$ cat src/rtl/data_mem_ctrl.sv
// data_mem_ctrl: MEM-stage load/store controller driving a req/ack data memory
// Ports:
//   clk_i, start_i (sync active-low reset)
//   MemRead_i, MemWrite_i, funct3_i, ALUResult_i, MemWriteData_i : EX_MEM access request
//   DataMemReadData_o : formatted load data for MEM_WB
//   stall_o, err_o    : pipeline freeze and access fault (combinational)
//   mem_req_o, mem_we_o, mem_addr_o, mem_be_o, mem_wdata_o : registered memory request
//   mem_ack_i, mem_rdata_i : memory completion and read word
module data_mem_ctrl #(
    parameter int ACK_TIMEOUT = 16
) (
    input  logic        clk_i,
    input  logic        start_i,
    input  logic        MemRead_i,
    input  logic        MemWrite_i,
    input  logic [2:0]  funct3_i,
    input  logic [31:0] ALUResult_i,
    input  logic [31:0] MemWriteData_i,
    output logic [31:0] DataMemReadData_o,
    output logic        stall_o,
    output logic        err_o,
    output logic        mem_req_o,
    output logic        mem_we_o,
    output logic [31:0] mem_addr_o,
    output logic [3:0]  mem_be_o,
    output logic [31:0] mem_wdata_o,
    input  logic        mem_ack_i,
    input  logic [31:0] mem_rdata_i
);
    typedef enum logic [1:0] {S_IDLE, S_REQ, S_DONE} state_t;
    state_t      r_state, w_next;
    logic [31:0] r_rdata, r_addr, r_wdata;
    logic        r_req, r_we, r_to;
    logic [3:0]  r_be;
    logic [2:0]  r_f3;
    logic [1:0]  r_off;
    logic [7:0]  r_cnt;
    logic        w_op, w_bad, w_f3_bad, w_align_bad, w_timeout;
    logic [3:0]  w_be;
    logic [31:0] w_wdata, w_shift, w_load;

    assign w_op = MemRead_i | MemWrite_i;
    assign w_f3_bad = MemWrite_i ? (funct3_i[2] | (&funct3_i[1:0]))
                                 : (funct3_i == 3'b011 || funct3_i[2:1] == 2'b11);
    assign w_align_bad = (funct3_i[1:0] == 2'b10 && ALUResult_i[1:0] != 2'b00) ||
                         (funct3_i[1:0] == 2'b01 && ALUResult_i[0]);
    assign w_bad = (MemRead_i & MemWrite_i) | w_f3_bad | w_align_bad;
    assign w_be = funct3_i[1:0] == 2'b00 ? 4'b0001 << ALUResult_i[1:0] :
                  funct3_i[1:0] == 2'b01 ? (ALUResult_i[1] ? 4'b1100 : 4'b0011) : 4'b1111;
    assign w_wdata = funct3_i[1:0] == 2'b00 ? {4{MemWriteData_i[7:0]}} :
                     funct3_i[1:0] == 2'b01 ? {2{MemWriteData_i[15:0]}} : MemWriteData_i;
    // Bring the addressed lane down to bit 0, then extend per the captured funct3
    assign w_shift = mem_rdata_i >> {r_off, 3'b000};
    assign w_load = r_f3[1:0] == 2'b00 ? {{24{~r_f3[2] & w_shift[7]}}, w_shift[7:0]} :
                    r_f3[1:0] == 2'b01 ? {{16{~r_f3[2] & w_shift[15]}}, w_shift[15:0]} : mem_rdata_i;
    // r_cnt holds the number of completed REQ cycles, so the last allowed one sees ACK_TIMEOUT-1
    assign w_timeout = r_cnt == 8'(ACK_TIMEOUT - 1);

    always_ff @(posedge clk_i) begin
        if (!start_i) r_state <= S_IDLE;
        else          r_state <= w_next;
    end

    always_comb begin
        w_next  = r_state;
        stall_o = 1'b0;
        err_o   = 1'b0;
        case (r_state)
            S_IDLE: begin
                err_o   = w_op & w_bad;
                stall_o = w_op & ~w_bad;
                w_next  = (w_op & ~w_bad) ? S_REQ : S_IDLE;
            end
            S_REQ: begin
                stall_o = 1'b1;
                w_next  = (mem_ack_i | w_timeout) ? S_DONE : S_REQ;
            end
            S_DONE: begin
                err_o  = r_to;
                w_next = S_IDLE;
            end
            default: w_next = S_IDLE;
        endcase
    end

    always_ff @(posedge clk_i) begin
        if (!start_i) begin
            r_rdata <= '0;
            r_req   <= 1'b0;
            r_we    <= 1'b0;
            r_addr  <= '0;
            r_be    <= '0;
            r_wdata <= '0;
            r_f3    <= '0;
            r_off   <= '0;
            r_cnt   <= '0;
            r_to    <= 1'b0;
        end else begin
            case (r_state)
                S_IDLE: begin
                    if (w_op && w_bad && MemRead_i) r_rdata <= '0;
                    if (w_op && !w_bad) begin
                        r_req   <= 1'b1;
                        r_we    <= MemWrite_i;
                        r_addr  <= {ALUResult_i[31:2], 2'b00};
                        r_be    <= w_be;
                        r_wdata <= w_wdata;
                        r_f3    <= funct3_i;
                        r_off   <= ALUResult_i[1:0];
                        r_cnt   <= '0;
                    end
                end
                S_REQ: begin
                    if (mem_ack_i) begin
                        r_req <= 1'b0;
                        if (!r_we) r_rdata <= w_load;
                    end else if (w_timeout) begin
                        r_req <= 1'b0;
                        r_to  <= 1'b1;
                        if (!r_we) r_rdata <= '0;
                    end else begin
                        r_cnt <= r_cnt + 8'd1;
                    end
                end
                S_DONE: r_to <= 1'b0;
                default: ;
            endcase
        end
    end

    assign DataMemReadData_o = r_rdata;
    assign mem_req_o         = r_req;
    assign mem_we_o          = r_we;
    assign mem_addr_o        = r_addr;
    assign mem_be_o          = r_be;
    assign mem_wdata_o       = r_wdata;
endmodule

$ cat config.mk
export PLATFORM = sky130hd
export DESIGN_NAME = data_mem_ctrl
export DESIGN_NICKNAME = d
export VERILOG_FILES = /design/src/rtl/data_mem_ctrl.sv
export SDC_FILE = /design/constraint.sdc
export NUM_CORES = 1
export LEC_CHECK = 0
export BUFFER_PORTS_ARGS = -buffer_cell sky130_fd_sc_hd__buf_2
export CAP_MARGIN = 20
export CORE_MARGIN = 8
export CORE_UTILIZATION = 49
export DETAILED_ROUTE_END_ITERATION = 8
export GPL_TIMING_DRIVEN = 1
export PLACE_DENSITY = 0.78
export SETUP_SLACK_MARGIN = 0.5
export SYNTH_ARGS = -nofsm -noshare
export SYNTH_HDL_FRONTEND = slang
export SYNTH_SLANG_ARGS = --single-unit
$ cat constraint.sdc
create_clock -name clk_i -period 2.5 [get_ports clk_i]
set_clock_uncertainty 0.1 [all_clocks]
set_input_delay 0.5 -clock clk_i [delete_from_list [all_inputs] [get_ports clk_i]]
set_output_delay 0.5 -clock clk_i [all_outputs]
set_load 0.01 [all_outputs]
# After elaboration in Yosys (flattened, before gate mapping)
# Index checks and enable logic that the tools add are counted.
dict set report word_totals {
  input_bits 104
  register_bits 116
  out_inout_bits 104
}
dict set report op_classes {
  n_reduce_logical 20
  shift 2
  bitwise_logic 12
  n_mux 30
  addsub 1
  n_eq_ne 15
}
# operator n
set op_table {}
lappend op_table {{two-way mux 32 bit} 9}
lappend op_table {{one-hot mux 32 bit (2 select lines)} 1}
lappend op_table {{right shift 32 x 5 -> 16 bit} 1}
lappend op_table {{two-way mux 8 bit} 3}
lappend op_table {{one-hot mux 8 bit (2 select lines)} 1}
lappend op_table {{two-way mux 4 bit} 3}
lappend op_table {{!= test 2 bit, second input constant} 6}
lappend op_table {{adder 8 x 1 -> 8 bit, second input constant} 1}
lappend op_table {{equality test 8 x 4 -> 1 bit, second input constant} 1}
lappend op_table {{one-hot mux 1 bit (2 select lines)} 4}
lappend op_table {{AND reduction 4 bit} 2}
lappend op_table {{two-way mux 1 bit} 7}
lappend op_table {{equality test 2 x 1 -> 1 bit, second input constant} 3}
lappend op_table {{equality test 2 bit, second input constant} 3}
lappend op_table {{zero test 2 bit} 3}
lappend op_table {{AND reduction 3 bit} 2}
lappend op_table {{nonzero test 2 bit} 3}
lappend op_table {{bitwise AND 1 bit} 5}
lappend op_table {{logical AND 1 bit} 5}
lappend op_table {{OR 1 bit} 5}
lappend op_table {{one-hot mux 2 bit (2 select lines)} 1}
lappend op_table {{AND reduction 2 bit} 2}
lappend op_table {{left shift 1 x 2 -> 4 bit, first input constant} 1}
lappend op_table {{equality test 3 x 2 -> 1 bit, second input constant} 1}
lappend op_table {{other kinds (5)} 7}

# Logic depth before layout (Yosys ltp)
dict set report depth {
  depth_word 9
  mapped_depth 7
}

# Worst setup path before layout
# OpenSTA, ideal clock, no wires.
dict set report synth_timing {
  kind {input -> output}
  from {input port ALUResult_i[0]}
  to {output port stall_o}
  path_slack_ps 228
  stages 5
  arrival_time_ps 1672
  path_cell_list {nor4_2 o22ai_1 clkbuf_1 clkbuf_1 o21ai_0}
}
dict set report synth_between {
  elab_chain_cells 7
  word_cells_on_any_way 8
  cone_classes {1 x mux; 3 x bitwise; 4 x reduce/logical}
}
# item line
set synth_lines {}
lappend synth_lines {{start: declaration} 17} ;# input logic [31:0] ALUResult_i,
lappend synth_lines {{nonzero test 2 bit} 45} ;# assign w_align_bad = (funct3_i[1:0] == 2'b10 && ALUResult_i[1:0] != 2'b00) ||
lappend synth_lines {{logical AND 1 bit} 45}
lappend synth_lines {{logical OR 1 bit (*)} 45}
lappend synth_lines {{OR 1 bit (*)} 47} ;# assign w_bad = (MemRead_i & MemWrite_i) | w_f3_bad | w_align_bad;
lappend synth_lines {{inverter 1 bit (*)} 71} ;# stall_o = w_op & ~w_bad;
lappend synth_lines {{bitwise AND 1 bit (*)} 71}
lappend synth_lines {{one-hot mux 1 bit (2 select lines) (*)} 68} ;# case (r_state)
lappend synth_lines {{end: declaration} 20} ;# output logic stall_o,
# Mark *: on every way between the ends. The rest lies on a longest branch, timed or not.

# Worst setup path in the final report
dict set report layout_timing {
  from {input port funct3_i[0]}
  to {output port err_o}
}
dict set report layout_between {
  elab_chain_cells 7
  word_cells_on_any_way 14
  cone_classes {3 x eq/ne; 2 x mux; 4 x bitwise; 5 x reduce/logical}
}
# item line
set layout_lines {}
lappend layout_lines {{start: declaration} 16} ;# input logic [2:0] funct3_i,
lappend layout_lines {{equality test 3 x 2 -> 1 bit / AND reduction 2 bit (equally long branches)} {44, 43}}
lappend layout_lines {{logical OR 1 bit / OR 1 bit (equally long branches)} {44, 43}}
lappend layout_lines {{two-way mux 1 bit} 43} ;# assign w_f3_bad = MemWrite_i ? (funct3_i[2] | (&funct3_i[1:0]))
lappend layout_lines {{OR 1 bit} 47}
lappend layout_lines {{OR 1 bit (*)} 47}
lappend layout_lines {{bitwise AND 1 bit (*)} 70} ;# err_o = w_op & w_bad;
lappend layout_lines {{one-hot mux 1 bit (2 select lines) (*)} 68}
lappend layout_lines {{end: declaration} 21} ;# output logic err_o,
# Marked as above.

==> metrics.txt <==
post-synthesis sequential area ratio=42.7%; Bufs on Longest Clock Path=2; chain of cells forming the critical path=buf_8 -> nor4_4 -> o21ai_1 -> o211ai_1 -> a21oi_1 -> buf_2; number of cells in the finished layout apart from fillers=963; detailed-route vias per instance=6.05; share of synthesized registers carrying an async set or reset=0%; final layout net count=915; outcome=finished clean; Die Footprint=14700 sq um; slowest cell on the critical path=sky130_fd_sc_hd__nor4_4; max-slew violation count=0; placed wire-length estimate=12900 microns; layout-stage area growth over the synthesis result=34.1%; Storage cell area=2330 sq um; critical-path maximum fanout=4; Core Area=10800 sq um; count of cells along the worst hold path=3; kind of end point of the critical path=primary output; Cell Count Post-Placement=925; first-pass GRT wire length=29700 microns; initial standard-cell utilization of the core=50.2%; final clock period utilization by the worst path=81.8%; synthesized instance count=629; top library cells by usage in the layout, fill and taps aside=sky130_fd_sc_hd__buf_2 (201), sky130_fd_sc_hd__dfxtp_1 (114), sky130_fd_sc_hd__a21oi_1 (91), sky130_fd_sc_hd__o21ai_0 (68), sky130_fd_sc_hd__nand3_1 (55); count of pins on the block boundary=208; total number of clock tree sinks=116; TritonCTS clock tree=done; setup violation total in the final timing report=0; normalized max-slew margin=50.7%; number of buffers created by CTS=17; all-layer global routing usage=24.7%; number of DRC markers in iteration 0=525; Yosys warnings=0; total standard cell area after synthesis=5440 sq um; number of H-tree levels=4; number of nets with antenna violations after detailed routing=0; data required time of the critical path=1.90 ns; largest net degree at the start of global routing=73; global placement routability congestion=0.894; depth of the worst register-to-register path=6; unrepaired setup endpoints after global routing=yes; area taken by multi-input logic gates=2880 sq um; shortest clock period the worst path allows after layout=2.05 ns; fraction of layout instances using a drive strength above 1=34.1%; clock-pin slew on the worst setup and hold paths=0.05 ns; number of diodes=0; Filler Cells Inserted=887; number of synthesized register bits=116; number of global-route vias before repair=5736; class of the most critical setup path=in -> out; post-route standard cell area excluding fillers=7290 sq um; largest stage delay on the critical path=0.40 ns; setup TNS=0 ns; hold-fix buffer count after cts=0; Max rail drop VDD=0.475 mV; number of max-capacitance violations reported=0; clock tree root driver cell=sky130_fd_sc_hd__clkbuf_8; Worst Max-Slew Pin Slew=0.740 ns; endpoints failing hold=0; Post-DP Area=6580 sq um; Unique masters post-synth=57; type of origin of the critical path=primary input; antenna violations before repair=0; EDFF count, synth=0; Post-route DRC=0; standby leakage power=3.08 nW; Routed Wire Length=18500 microns; Die Width=121 microns; routed vias=5823; Placement Rows=38; most common cell after layout, fill and taps aside=sky130_fd_sc_hd__buf_2; drt pass-1 iters=5; DIE HEIGHT=121 microns; maximum clock rate=489 MHz; Worst Hold Class=in -> reg; clock insertion delay at the later pin of the skew report=0.51 ns; data arrival time of the critical path=1.45 ns; Mapped Avg Cell Area=8.65 sq um; number of port buffers=205; post-DR wirelength/cell=19.2 microns; dominant register cell in the synthesized netlist=sky130_fd_sc_hd__dfxtp_1; leftover overflow at the end of global routing=0; power density cells=697 nW/um^2
-- sequential cells by signal, summed over array words and instances, names as in the netlist --
name	count
DataMemReadData_o	32
mem_be_o	4
mem_addr_o	30
mem_req_o	1
r_f3	3
r_to	1
r_state	2
mem_we_o	1
r_cnt	8
mem_wdata_o	32
r_off	2
-- worst max-delay path, delay by kind of cell --
kind	cells	cell delay [ns]
AO/OA/AOI/OAI	3	0.30
AND/OR/NAND/NOR	1	0.40
buffers and inverters	2	0.24
-- where the power goes --
group          switching (mW)  internal [mW]
Sequential             0.0440           1.92
Clock                   0.830           1.62
Combinational           0.399          0.272
-- cell families after synthesis --
kind of cell	count (synthesis)	synth area share (%)
flip-flops	116	42.7
buffers and inverters	73	5.41
multiplexers	28	5.43
AO/OA/AOI/OAI	249	29.4
XOR/XNOR	4	0.644
other	1	0.0690
AND/OR/NAND/NOR	157	16.1
adder cells (fa/ha/maj)	1	0.230
-- per-layer routing --
| layer | track usage [%] | up-vias | share of wire, % |
|---|---|---|---|
| li1 | - | 2726 | - |
| met1 | 29.1 | 2782 | 40 |
| met2 | 40.0 | 282 | 48 |
| met3 | 8.52 | 33 | 9.6 |
| met4 | 10.9 | 0 | 2.4 |
| met5 | 0 | - | 0 |
-- worst paths after layout --
kind	startpoint	to	slack (ns)
worst max-delay path	funct3_i[0]	err_o	0.45
worst min-delay path	ALUResult_i[24]	mem_addr_o[24]	0.13
worst min register to register	DataMemReadData_o[6]	DataMemReadData_o[6]	0.36
worst max register to register	r_cnt[0]	DataMemReadData_o[19]	0.62
-- metrics by stage --
step | util [%] | hold WS [ns] | setup slack (ns) | power (mW)
floorplan | - | 0.354 | 0.459 | 2.36
global placement | 60.7 | 0.343 | 0.323 | 2.63
detailed placement | 60.7 | 0.353 | 0.208 | 2.65
CTS | 67.0 | 0.112 | 0.425 | 5.10
global route | 67.2 | 0.113 | 0.392 | 5.27
finish | 67.2 | 0.135 | 0.455 | 5.08
-- repair_timing --
item,4_1_cts,5_1_grt
endpoints found under the setup margin,21,7
gates resized for setup,14,7
hold endpoints to repair,0,0
pin swaps,7,5
setup buffers,5,1
-- layout make-up --
cell class / instances / share of cell area [%]
Tap cell: 140 / 2.40
Timing Repair Buffer: 228 / 17.6
Sequential cell: 116 / 32.0
Inverter: 6 / 0.309
Clock buffer: 23 / 6.54
Clock inverter: 9 / 1.72
Multi-Input combinational cell: 441 / 39.5
-- synthesized netlist by cell type (all sizes together), types with 2 or more instances --
master,instances,area share (%)
a211oi,11,1.5
a21o,2,0.28
a21oi,92,8.5
a221o,19,3.5
a22o,8,1.3
a311oi,10,1.6
a31oi,3,0.46
and2,2,0.23
and3,3,0.35
buf,18,1.6
clkbuf,49,3.4
clkinv,2,0.14
dfxtp,116,43
inv,4,0.28
mux2,2,0.41
mux2i,25,4.6
nand2,36,2.5
nand2b,7,0.81
nand3,55,5.1
nand4b,2,0.32
nor2,14,0.97
nor2b,4,0.46
nor3,2,0.18
nor3b,13,1.8
nor4,3,0.74
nor4bb,10,1.8
o2111ai,8,1.3
o211ai,6,0.83
o21ai,70,6.4
o221ai,5,0.81
o31ai,5,0.69
or3b,2,0.37
xnor2,3,0.48
(Power assumes the default switching activity.)
